[config.mk]
export PLATFORM = sky130hd
export DESIGN_NAME = fs_scan_ctrl
export DESIGN_NICKNAME = d
export VERILOG_FILES = /design/src/rtl/fs_scan_ctrl.sv
export SDC_FILE = /design/constraint.sdc
export NUM_CORES = 1
export LEC_CHECK = 0
export CORE_ASPECT_RATIO = 1.75
export CORE_UTILIZATION = 45
export DETAILED_ROUTE_END_ITERATION = 12
export DONT_BUFFER_PORTS = 1
export GPL_ROUTABILITY_DRIVEN = 0
export SYNTH_ARGS = -nofsm -noshare
export SYNTH_HDL_FRONTEND = slang
export SYNTH_SLANG_ARGS = --single-unit
export TNS_END_PERCENT = 1
[constraint.sdc]
create_clock -name clock -period 3.01 [get_ports clock]
set_clock_uncertainty 0.2 [all_clocks]
set_input_delay 0.301 -clock clock [delete_from_list [all_inputs] [get_ports clock]]
set_output_delay 0.301 -clock clock [all_outputs]
set_load 0.01 [all_outputs]
[src/rtl/fs_scan_ctrl.sv]
`default_nettype none
// ============================================================================
//  Module   : fs_scan_ctrl
//  Function : Frame-level sequencer for the FAST-9 feature-score pipeline.
//             Walks the centre-pixel address in raster order over the image
//             interior (BORDER pixels skipped on every edge), handshakes
//             with the pixel-fetch unit, strobes one evaluate cycle per
//             pixel, counts corners and signals frame completion.
//  Options  : define FS_CLEAR_EN to add a score-memory clear pass
//             (clr_wren / clr_addr) ahead of the scan.
//  Revision : 1.0  initial release
// ============================================================================
module fs_scan_ctrl #(
    parameter int IMG_W  = 160,
    parameter int IMG_H  = 120,
    parameter int BORDER = 3,
    parameter int ADDR_W = 15
) (
    input  logic              clock,
    input  logic              reset,
    input  logic              start,
    input  logic              abort,
    input  logic [7:0]        thres_in,
    output logic              fetch_req,
    output logic [ADDR_W-1:0] fetch_addr,
    input  logic              fetch_ack,
    input  logic              is_corner,
    output logic              eval,
    output logic [ADDR_W-1:0] ref_addr,
    output logic [7:0]        thres,
    output logic              busy,
    output logic              done,
    output logic [15:0]       corner_cnt
`ifdef FS_CLEAR_EN
    ,
    output logic              clr_wren,
    output logic [ADDR_W-1:0] clr_addr
`endif
);

    // Scan-region geometry, all in ADDR_W-bit unsigned arithmetic
    localparam logic [ADDR_W-1:0] c_x_first    = ADDR_W'(BORDER);
    localparam logic [ADDR_W-1:0] c_x_last     = ADDR_W'(IMG_W - 1 - BORDER);
    localparam logic [ADDR_W-1:0] c_y_first    = ADDR_W'(BORDER);
    localparam logic [ADDR_W-1:0] c_y_last     = ADDR_W'(IMG_H - 1 - BORDER);
    localparam logic [ADDR_W-1:0] c_addr_first = ADDR_W'(BORDER * IMG_W + BORDER);
    // Jump from the last interior pixel of a row to the first of the next
    localparam logic [ADDR_W-1:0] c_row_step   = ADDR_W'(2 * BORDER + 1);
    // No interior pixels at all: a start completes immediately
    localparam bit                c_degenerate = (IMG_W <= 2 * BORDER) || (IMG_H <= 2 * BORDER);
`ifdef FS_CLEAR_EN
    localparam logic [ADDR_W-1:0] c_clr_last   = ADDR_W'(IMG_W * IMG_H - 1);
`endif

    typedef enum logic [2:0] {
        S_IDLE  = 3'd0,
        S_FETCH = 3'd1,
        S_EVAL  = 3'd2,
        S_DONE  = 3'd3
`ifdef FS_CLEAR_EN
        ,
        S_CLEAR = 3'd4
`endif
    } state_t;

    state_t              r_state_q,     w_state_d;
    logic [ADDR_W-1:0]   r_x_q,         w_x_d;
    logic [ADDR_W-1:0]   r_y_q,         w_y_d;
    logic [ADDR_W-1:0]   r_addr_q,      w_addr_d;
    logic [7:0]          r_thres_q,     w_thres_d;
    logic [15:0]         r_cnt_q,       w_cnt_d;
    logic                r_fetch_req_q, w_fetch_req_d;
    logic                r_eval_q,      w_eval_d;
    logic                r_busy_q,      w_busy_d;
    logic                r_done_q,      w_done_d;
`ifdef FS_CLEAR_EN
    logic                r_clr_wren_q,  w_clr_wren_d;
    logic [ADDR_W-1:0]   r_clr_addr_q,  w_clr_addr_d;
`endif

    // Next-state and next-output logic; the strobes are computed one cycle
    // ahead so every output comes straight from a flop.
    always_comb begin
        w_state_d     = r_state_q;
        w_x_d         = r_x_q;
        w_y_d         = r_y_q;
        w_addr_d      = r_addr_q;
        w_thres_d     = r_thres_q;
        w_cnt_d       = r_cnt_q;
        w_fetch_req_d = 1'b0;
        w_eval_d      = 1'b0;
        w_busy_d      = r_busy_q;
        w_done_d      = 1'b0;
`ifdef FS_CLEAR_EN
        w_clr_wren_d  = 1'b0;
        w_clr_addr_d  = r_clr_addr_q;
`endif
        case (r_state_q)
            S_IDLE: begin
                // start outranks abort here: abort has nothing to stop
                if (start) begin
                    w_thres_d = thres_in;
                    w_cnt_d   = 16'd0;
                    w_x_d     = c_x_first;
                    w_y_d     = c_y_first;
                    w_addr_d  = c_addr_first;
                    if (c_degenerate) begin
                        w_state_d = S_DONE;
                        w_done_d  = 1'b1;
                        w_busy_d  = 1'b0;
                    end else begin
                        w_busy_d  = 1'b1;
`ifdef FS_CLEAR_EN
                        w_state_d    = S_CLEAR;
                        w_clr_wren_d = 1'b1;
                        w_clr_addr_d = '0;
`else
                        w_state_d     = S_FETCH;
                        w_fetch_req_d = 1'b1;
`endif
                    end
                end
            end
`ifdef FS_CLEAR_EN
            S_CLEAR: begin
                if (abort) begin
                    w_state_d = S_IDLE;
                    w_busy_d  = 1'b0;
                end else if (r_clr_addr_q == c_clr_last) begin
                    w_state_d     = S_FETCH;
                    w_fetch_req_d = 1'b1;
                end else begin
                    w_clr_wren_d = 1'b1;
                    w_clr_addr_d = r_clr_addr_q + ADDR_W'(1);
                end
            end
`endif
            S_FETCH: begin
                if (abort) begin
                    w_state_d = S_IDLE;
                    w_busy_d  = 1'b0;
                end else if (fetch_ack) begin
                    w_state_d = S_EVAL;
                    w_eval_d  = 1'b1;
                end else begin
                    w_fetch_req_d = 1'b1;
                end
            end
            S_EVAL: begin
                // An abort here discards the pixel: no count, no advance
                if (abort) begin
                    w_state_d = S_IDLE;
                    w_busy_d  = 1'b0;
                end else begin
                    if (is_corner && (r_cnt_q != 16'hFFFF)) begin
                        w_cnt_d = r_cnt_q + 16'd1;
                    end
                    if (r_x_q != c_x_last) begin
                        w_x_d         = r_x_q + ADDR_W'(1);
                        w_addr_d      = r_addr_q + ADDR_W'(1);
                        w_state_d     = S_FETCH;
                        w_fetch_req_d = 1'b1;
                    end else if (r_y_q != c_y_last) begin
                        w_x_d         = c_x_first;
                        w_y_d         = r_y_q + ADDR_W'(1);
                        w_addr_d      = r_addr_q + c_row_step;
                        w_state_d     = S_FETCH;
                        w_fetch_req_d = 1'b1;
                    end else begin
                        w_state_d = S_DONE;
                        w_done_d  = 1'b1;
                        w_busy_d  = 1'b0;
                    end
                end
            end
            S_DONE: begin
                w_state_d = S_IDLE;
                w_busy_d  = 1'b0;
            end
            default: begin
                w_state_d = S_IDLE;
                w_busy_d  = 1'b0;
            end
        endcase
    end

    // State and output registers, cleared immediately by the async reset
    always_ff @(posedge clock or posedge reset) begin
        if (reset) begin
            r_state_q     <= S_IDLE;
            r_x_q         <= '0;
            r_y_q         <= '0;
            r_addr_q      <= '0;
            r_thres_q     <= 8'd0;
            r_cnt_q       <= 16'd0;
            r_fetch_req_q <= 1'b0;
            r_eval_q      <= 1'b0;
            r_busy_q      <= 1'b0;
            r_done_q      <= 1'b0;
`ifdef FS_CLEAR_EN
            r_clr_wren_q  <= 1'b0;
            r_clr_addr_q  <= '0;
`endif
        end else begin
            r_state_q     <= w_state_d;
            r_x_q         <= w_x_d;
            r_y_q         <= w_y_d;
            r_addr_q      <= w_addr_d;
            r_thres_q     <= w_thres_d;
            r_cnt_q       <= w_cnt_d;
            r_fetch_req_q <= w_fetch_req_d;
            r_eval_q      <= w_eval_d;
            r_busy_q      <= w_busy_d;
            r_done_q      <= w_done_d;
`ifdef FS_CLEAR_EN
            r_clr_wren_q  <= w_clr_wren_d;
            r_clr_addr_q  <= w_clr_addr_d;
`endif
        end
    end

    // The address only moves when leaving EVAL, so it is stable for the
    // whole fetch handshake and for the evaluate strobe.
    assign fetch_req  = r_fetch_req_q;
    assign fetch_addr = r_addr_q;
    assign eval       = r_eval_q;
    assign ref_addr   = r_addr_q;
    assign thres      = r_thres_q;
    assign busy       = r_busy_q;
    assign done       = r_done_q;
    assign corner_cnt = r_cnt_q;
`ifdef FS_CLEAR_EN
    assign clr_wren   = r_clr_wren_q;
    assign clr_addr   = r_clr_addr_q;
`endif

endmodule
`default_nettype wire

==> metrics.txt, run 1 <==
cell count after synthesis=a little under 500; Tot Pwr=approximately 2.5 mW; Setup Viol. Count Final=0; Yosys reg bits=75; Synth Area in Adders=between 2 and 3%; Worst EP required=roughly 3000 ps; Worst Path Max Fanout=4; commonest non-fill, non-tap cell in the layout=dfrtp_1; pre-CTS setup slack=~87 ps; diode count=0; Final Instance Area=4750 µm²; max_slew headroom=51.3%; maxcap violations=0; Setup WS post-layout=between 90 and 100 ps; synth warn=0; P per Cell Area=around 540 nW/µm²; area of the multi-input gates=2070 µm²; register area=1880 µm²; area of the core=about 9000 µm²; mapped cell area=approximately 4200 µm²; Critical Path, Cell by Cell=or4_4, nor4_4, buf_4, ha_1, a21o_1, a21o_1, nand2_1, nor4_1, or3_1; gr usage total=about a quarter; CP max-delay cell=or4_4; Final Hold Violating Endpoints=0; DP HPWL=7440 µm; Boundary Pins=72; crit path kind=register to register; final wirelength=10,800 µm; CTS max path bufs=2; Max Freq=about 340 MHz; leakage=roughly 2.0 nW; NumNets Final=505; min-delay worst type=input pin to register; Min Hold Slack=about 27 ps; CTS sink count=between 70 and 80; DR pass1 iterations=4; wire per inst=17.9 µm; share of the clock period used by the worst path=97.0%; Synth top area share=roughly 45%; Area growth syn-to-layout=13.5%; Least-Margin Pin Slew=730 ps; post-synthesis simple-gate area fraction=~25%; Distinct cells, synth=47; clock tree from TritonCTS=yes; fill count=860; most used cell, CP=a21o_1; Clock Latency Late Sink=340 ps; Vias per Instance=6.12; RSZ-0062 raised after global routing=yes; H-tree levels=3; ranking of synthesized cells by area=dfrtp_1 (45%), o21ai_0 (6.1%), nand2_1 (6.0%), a21oi_1 (4.2%), buf_4 (2.7%); status=complete, no violations; proportion of synthesized area in mux cells=0.478%; initial antenna violation count=0; PortBufs=0; sequential fraction of the synthesis area=about 45%; delay-heaviest family, CP=simple AND/OR/NAND/NOR gates; Antenna Nets Post-Route=0; Die ar.=between 9000 and 10,000 µm²; Crit path depth=9; first-pass GRT wire length=17,200 µm; hold depth=3; share of layout cells above drive strength 1=approximately a tenth; Final min period=just under 3000 ps; Synth Flop Type=dfrtp_1; Slew Viols, Final=0; clock root cell=clkbuf_16; Rows=46; Critical Path Source Type=register; critical path capture point type=register; largest net degree at the start of global routing=42; vias=roughly 3,700; R2R Setup Slk=approximately 90 ps; CP peak stage delay=about 570 ps; Starting DRT DRC Count=between 150 and 200; Synth area leader=dfrtp_1; initial core utilization=about 46%; most frequent cells in the layout=dfrtp_1 (75), nand2_1 (67), o21ai_0 (51), a21oi_1 (35); worst vdd ir=0.296 mV; Clock transition at path regs=60 ps; post-CTS setup buffer count=0; CP arrival=a little under 3000 ps; Post-synth EDFFs=0; CTS buffer count=9; worst reg2reg path depth=9; DRC=0; main combinational cell family by area after synthesis=simple AND/OR/NAND/NOR gates; Die Height=~130 µm; syn nets=about 500; gr ovfl total=0; syn_area_per_cell=slightly below 9 µm²; DIE WIDTH=approximately 75 µm; placed inst area=between 4000 and 5000 µm²; Compound-Gate Fraction of Synth Area=20.4%; Worst Path Buf+Inv=1; number of global-route vias before repair=between 3,000 and 4,000; Synth Area in XOR/XNOR=less than 1%; async set-or-reset flop fraction in the synthesized netlist=100%
-- power breakdown --
part / internal [mW] / leakage (nW) / switching, mW / total, mW
clock: 0.714 / 0.143 / 0.407 / 1.12
combinational: 0.100 / 0.847 / 0.180 / 0.280
sequential: 1.06 / 0.980 / 0.0797 / 1.14
total: 1.88 / 1.97 / 0.667 / 2.55
-- tightest hold or removal path, delay by kind of cell --
kind	cells	cell delay, ps
and+or+nand+nor	1	50
AOI/OAI and AO/OA	2	170
-- timing repair --
item                                    in CTS  in global routing
gates resized for setup                      0                  3
endpoints found under the hold margin       88                  0
hold buffers                                12                  0
endpoints found under the setup margin       0                  6
-- worst paths after layout --
check                      startpoint             to
min                             abort           busy
max reg2reg                  r_x_q[8]  fetch_addr[7]
max                          r_x_q[8]  fetch_addr[7]
min reg2reg                 r_x_q[14]      r_x_q[14]
max in group asynchronous       reset      r_x_q[13]
min in group asynchronous       reset  fetch_addr[4]
-- routing by layer --
metal | vias to the layer above | routed length (µm) | track usage [%]
met4 | 0 | 233 | 10.1
met3 | 18 | 476 | 5.60
li1 | 1771 | - | -
met5 | - | 0 | 0
met1 | 1820 | 4190 | 25.9
met2 | 102 | 5950 | 41.9
-- synthesized netlist by cell type (all sizes together) (2+ instances only) --
master	number
o41ai	8
nand4	13
or4	13
o21ai	51
nor2b	3
a21o	3
a31o	2
nand3	22
o311ai	2
clkbuf	23
nand2b	8
nor2	23
inv	13
dfrtp	75
a21oi	35
ha	7
and3	6
and4	8
a31oi	13
buf	21
or2	2
mux2i	2
and2	3
o211ai	2
nand4bb	2
nor3	5
nand2	67
o31ai	15
a41oi	2
or3	18
nor4	4
-- area by class of cell --
cell class	instances	area share [%]
multi-input combinational	350	43.6
clock buffer	9	4.74
clock inverter	5	1.69
inverter	13	1.03
tap	120	3.16
timing repair buffer	34	6.27
sequential	75	39.5
-- sequential cells by signal (all words and copies together) (netlist names) --
register,cells
r_x_q,15
eval,1
r_state_q,2
fetch_addr,15
thres,8
done,1
corner_cnt,16
r_y_q,15
busy,1
fetch_req,1
-- logic make-up (layout without fill, tap and decap cells) --
logic type                 count (synthesis)  after routing
buffers and inverters                     57             61
and+or+nand+nor                          199            199
xor gates and xnor gates                   1              1
muxes                                      2              2
adders and majority gates                  8              8
DFF                                       75             75
AOI/OAI and AO/OA                        140            140
-- metrics by stage --
step	utilization, %	cells	TNS, ps
after floorplan	-	482	0
after global placement	47.5	580	0
after detailed placement	47.5	580	0
after CTS	52.2	606	0
after global routing	52.6	606	-223
final	52.6	606	0
No activity file was read; power rests on OpenSTA's default activity.
==> run 2, diff against run 1 <==
--- a/config.mk
+++ b/config.mk
@@ -6,10 +6,11 @@
 export NUM_CORES = 1
 export LEC_CHECK = 0
 export CORE_ASPECT_RATIO = 1.75
-export CORE_UTILIZATION = 45
+export CORE_UTILIZATION = 57
 export DETAILED_ROUTE_END_ITERATION = 12
 export DONT_BUFFER_PORTS = 1
 export GPL_ROUTABILITY_DRIVEN = 0
+export PLACE_DENSITY = 0.75
 export SYNTH_ARGS = -nofsm -noshare
 export SYNTH_HDL_FRONTEND = slang
 export SYNTH_SLANG_ARGS = --single-unit
==> metrics.txt, run 2 (synthesized netlist as in run 1, its figures left out) <==
max_slew headroom=about a third; Setup Viol. Count Final=0; gr ovfl total=0; Clock transition at path regs=~60 ps; RSZ-0062 raised after global routing=yes; number of global-route vias before repair=roughly 3,600; Antenna Nets Post-Route=0; Critical Path Source Type=register; Boundary Pins=~70; post-route insts no fill=576; critical path capture point type=register; area of the core=~7100 µm²; share of layout cells above drive strength 1=~11%; Slew Viols, Final=0; gr usage total=around 28%; first-pass GRT wire length=16,300 µm; max FFs per register=16; PortBufs=0; Rows=41; worst vdd ir=between 0.3 and 0.4 mV; crit path kind=register to register; CP arrival=2940 ps; Least-Margin Pin Slew=988 ps; diode count=0; initial antenna violation count=0; Clock Latency Late Sink=between 300 and 400 ps; CTS max path bufs=2; status=complete, no violations; share of the clock period used by the worst path=97.3%; most frequent cells in the layout=dfrtp_1 (75), nand2_1 (66), o21ai_0 (50), a21oi_1 (34), buf_4 (23); Worst EP required=roughly 3000 ps; Die ar.=7700 µm²; Max Freq=between 300 and 400 MHz; final wirelength=slightly above 10,000 µm; vias=3,744; DIE WIDTH=around 67 µm; DR pass1 iterations=5; Tot Pwr=~2.4 mW; fill count=roughly 570; DRC=0; largest net degree at the start of global routing=76; wire per inst=17.9 µm; Final min period=around 2900 ps; P per Cell Area=516 nW/µm²; CTS buffer count=9; Area growth syn-to-layout=12.6%; CTS sink count=75; Final Hold Violating Endpoints=0; register area=~1900 µm²; leakage=1.99 nW; Starting DRT DRC Count=roughly 310; min-delay worst type=input pin to register; area of the multi-input gates=2070 µm²; DP HPWL=6920 µm; clock tree from TritonCTS=yes; commonest non-fill, non-tap cell in the layout=dfrtp_1; H-tree levels=3; Worst Path Max Fanout=6; Die Height=115 µm; clock root cell=clkbuf_16; initial core utilization=between 50 and 60%; Vias per Instance=6.50; maxcap violations=0; Post-Place Cells=between 500 and 600; NumNets Final=~510
run 2: changes by cell type in the layout (fill, tap and decap cells not counted), moves of 2 or more:
cell,previous run,this run
clkbuf_8,0,3
bufinv_16,2,0
buf_4,21,23
clkinvlp_4,2,0
run 2: critical path, stage by stage (launching register included):
cell and delay, ps:
dfrtp_1 400, or4b_4 590, nor4_4 330, buf_6 180, ha_1 150, a21o_1 110
a21o_1 170, nand2_2 90, o31a_1 260, or3_1 340
run 2: timing repair:
| action | CTS | global route |
|---|---|---|
| resized for setup | 0 | 8 |
| endpoints found under the hold margin | 88 | 0 |
| hold buffers | 12 | 0 |
| buffers inserted | 0 | 5 |
| setup endpoints to repair | 0 | 6 |
run 2: per-layer routing:
layer  wire length [µm]  vias to the layer above  global-route usage [%]
met5                  0                        -                       0
met4                289                        0                    16.0
met3                510                       23                    6.25
met2               5420                      117                    46.9
met1               4080                     1837                    31.8
li1                   -                     1767                       -
run 2: area by class of cell:
type	instances	area share, %
Clock buffer	13	5.74
Clock inverter	2	0.212
Inverter	13	1.04
Multi-Input combinational cell	350	44.0
Sequential cell	75	39.8
Tap cell	86	2.28
Timing Repair Buffer	37	6.88
run 2: final timing paths:
check,startpoint,endpoint,slack (ps),cells past startpoint
max,r_x_q[13],fetch_addr[7],80,9
min,abort,busy,40,3
max reg2reg,r_x_q[13],fetch_addr[7],80,9
min reg2reg,r_x_q[14],r_x_q[14],290,1
max in group asynchronous,reset,r_x_q[11],1470,3
min in group asynchronous,reset,fetch_addr[11],520,3
run 2: power by group:
part           switching [mW]  leakage, nW  internal (mW)  total [mW]
Combinational           0.180        0.865         0.0998       0.279
Clock                   0.392        0.141          0.618        1.01
Sequential             0.0794        0.980           1.06        1.14
Total                   0.651         1.99           1.78        2.43
run 2: per-stage QoR:
stage | hold WS [ps] | setup TNS (ps) | cell area, µm² | setup slack (ps) | util [%]
6_report | 37.2 | 0 | 4710 | 80.8 | 66.1
5_1_grt | 43.8 | -101 | 4710 | -30.3 | 66.1
4_1_cts | 36.0 | 0 | 4640 | 20.1 | 65.0
3_5_place_dp | 177 | 0 | 4240 | 21.0 | 59.4
3_3_place_gp | 171 | 0 | 4240 | 78.2 | 59.4
2_1_floorplan | 167 | 0 | 4190 | 21.9 | -
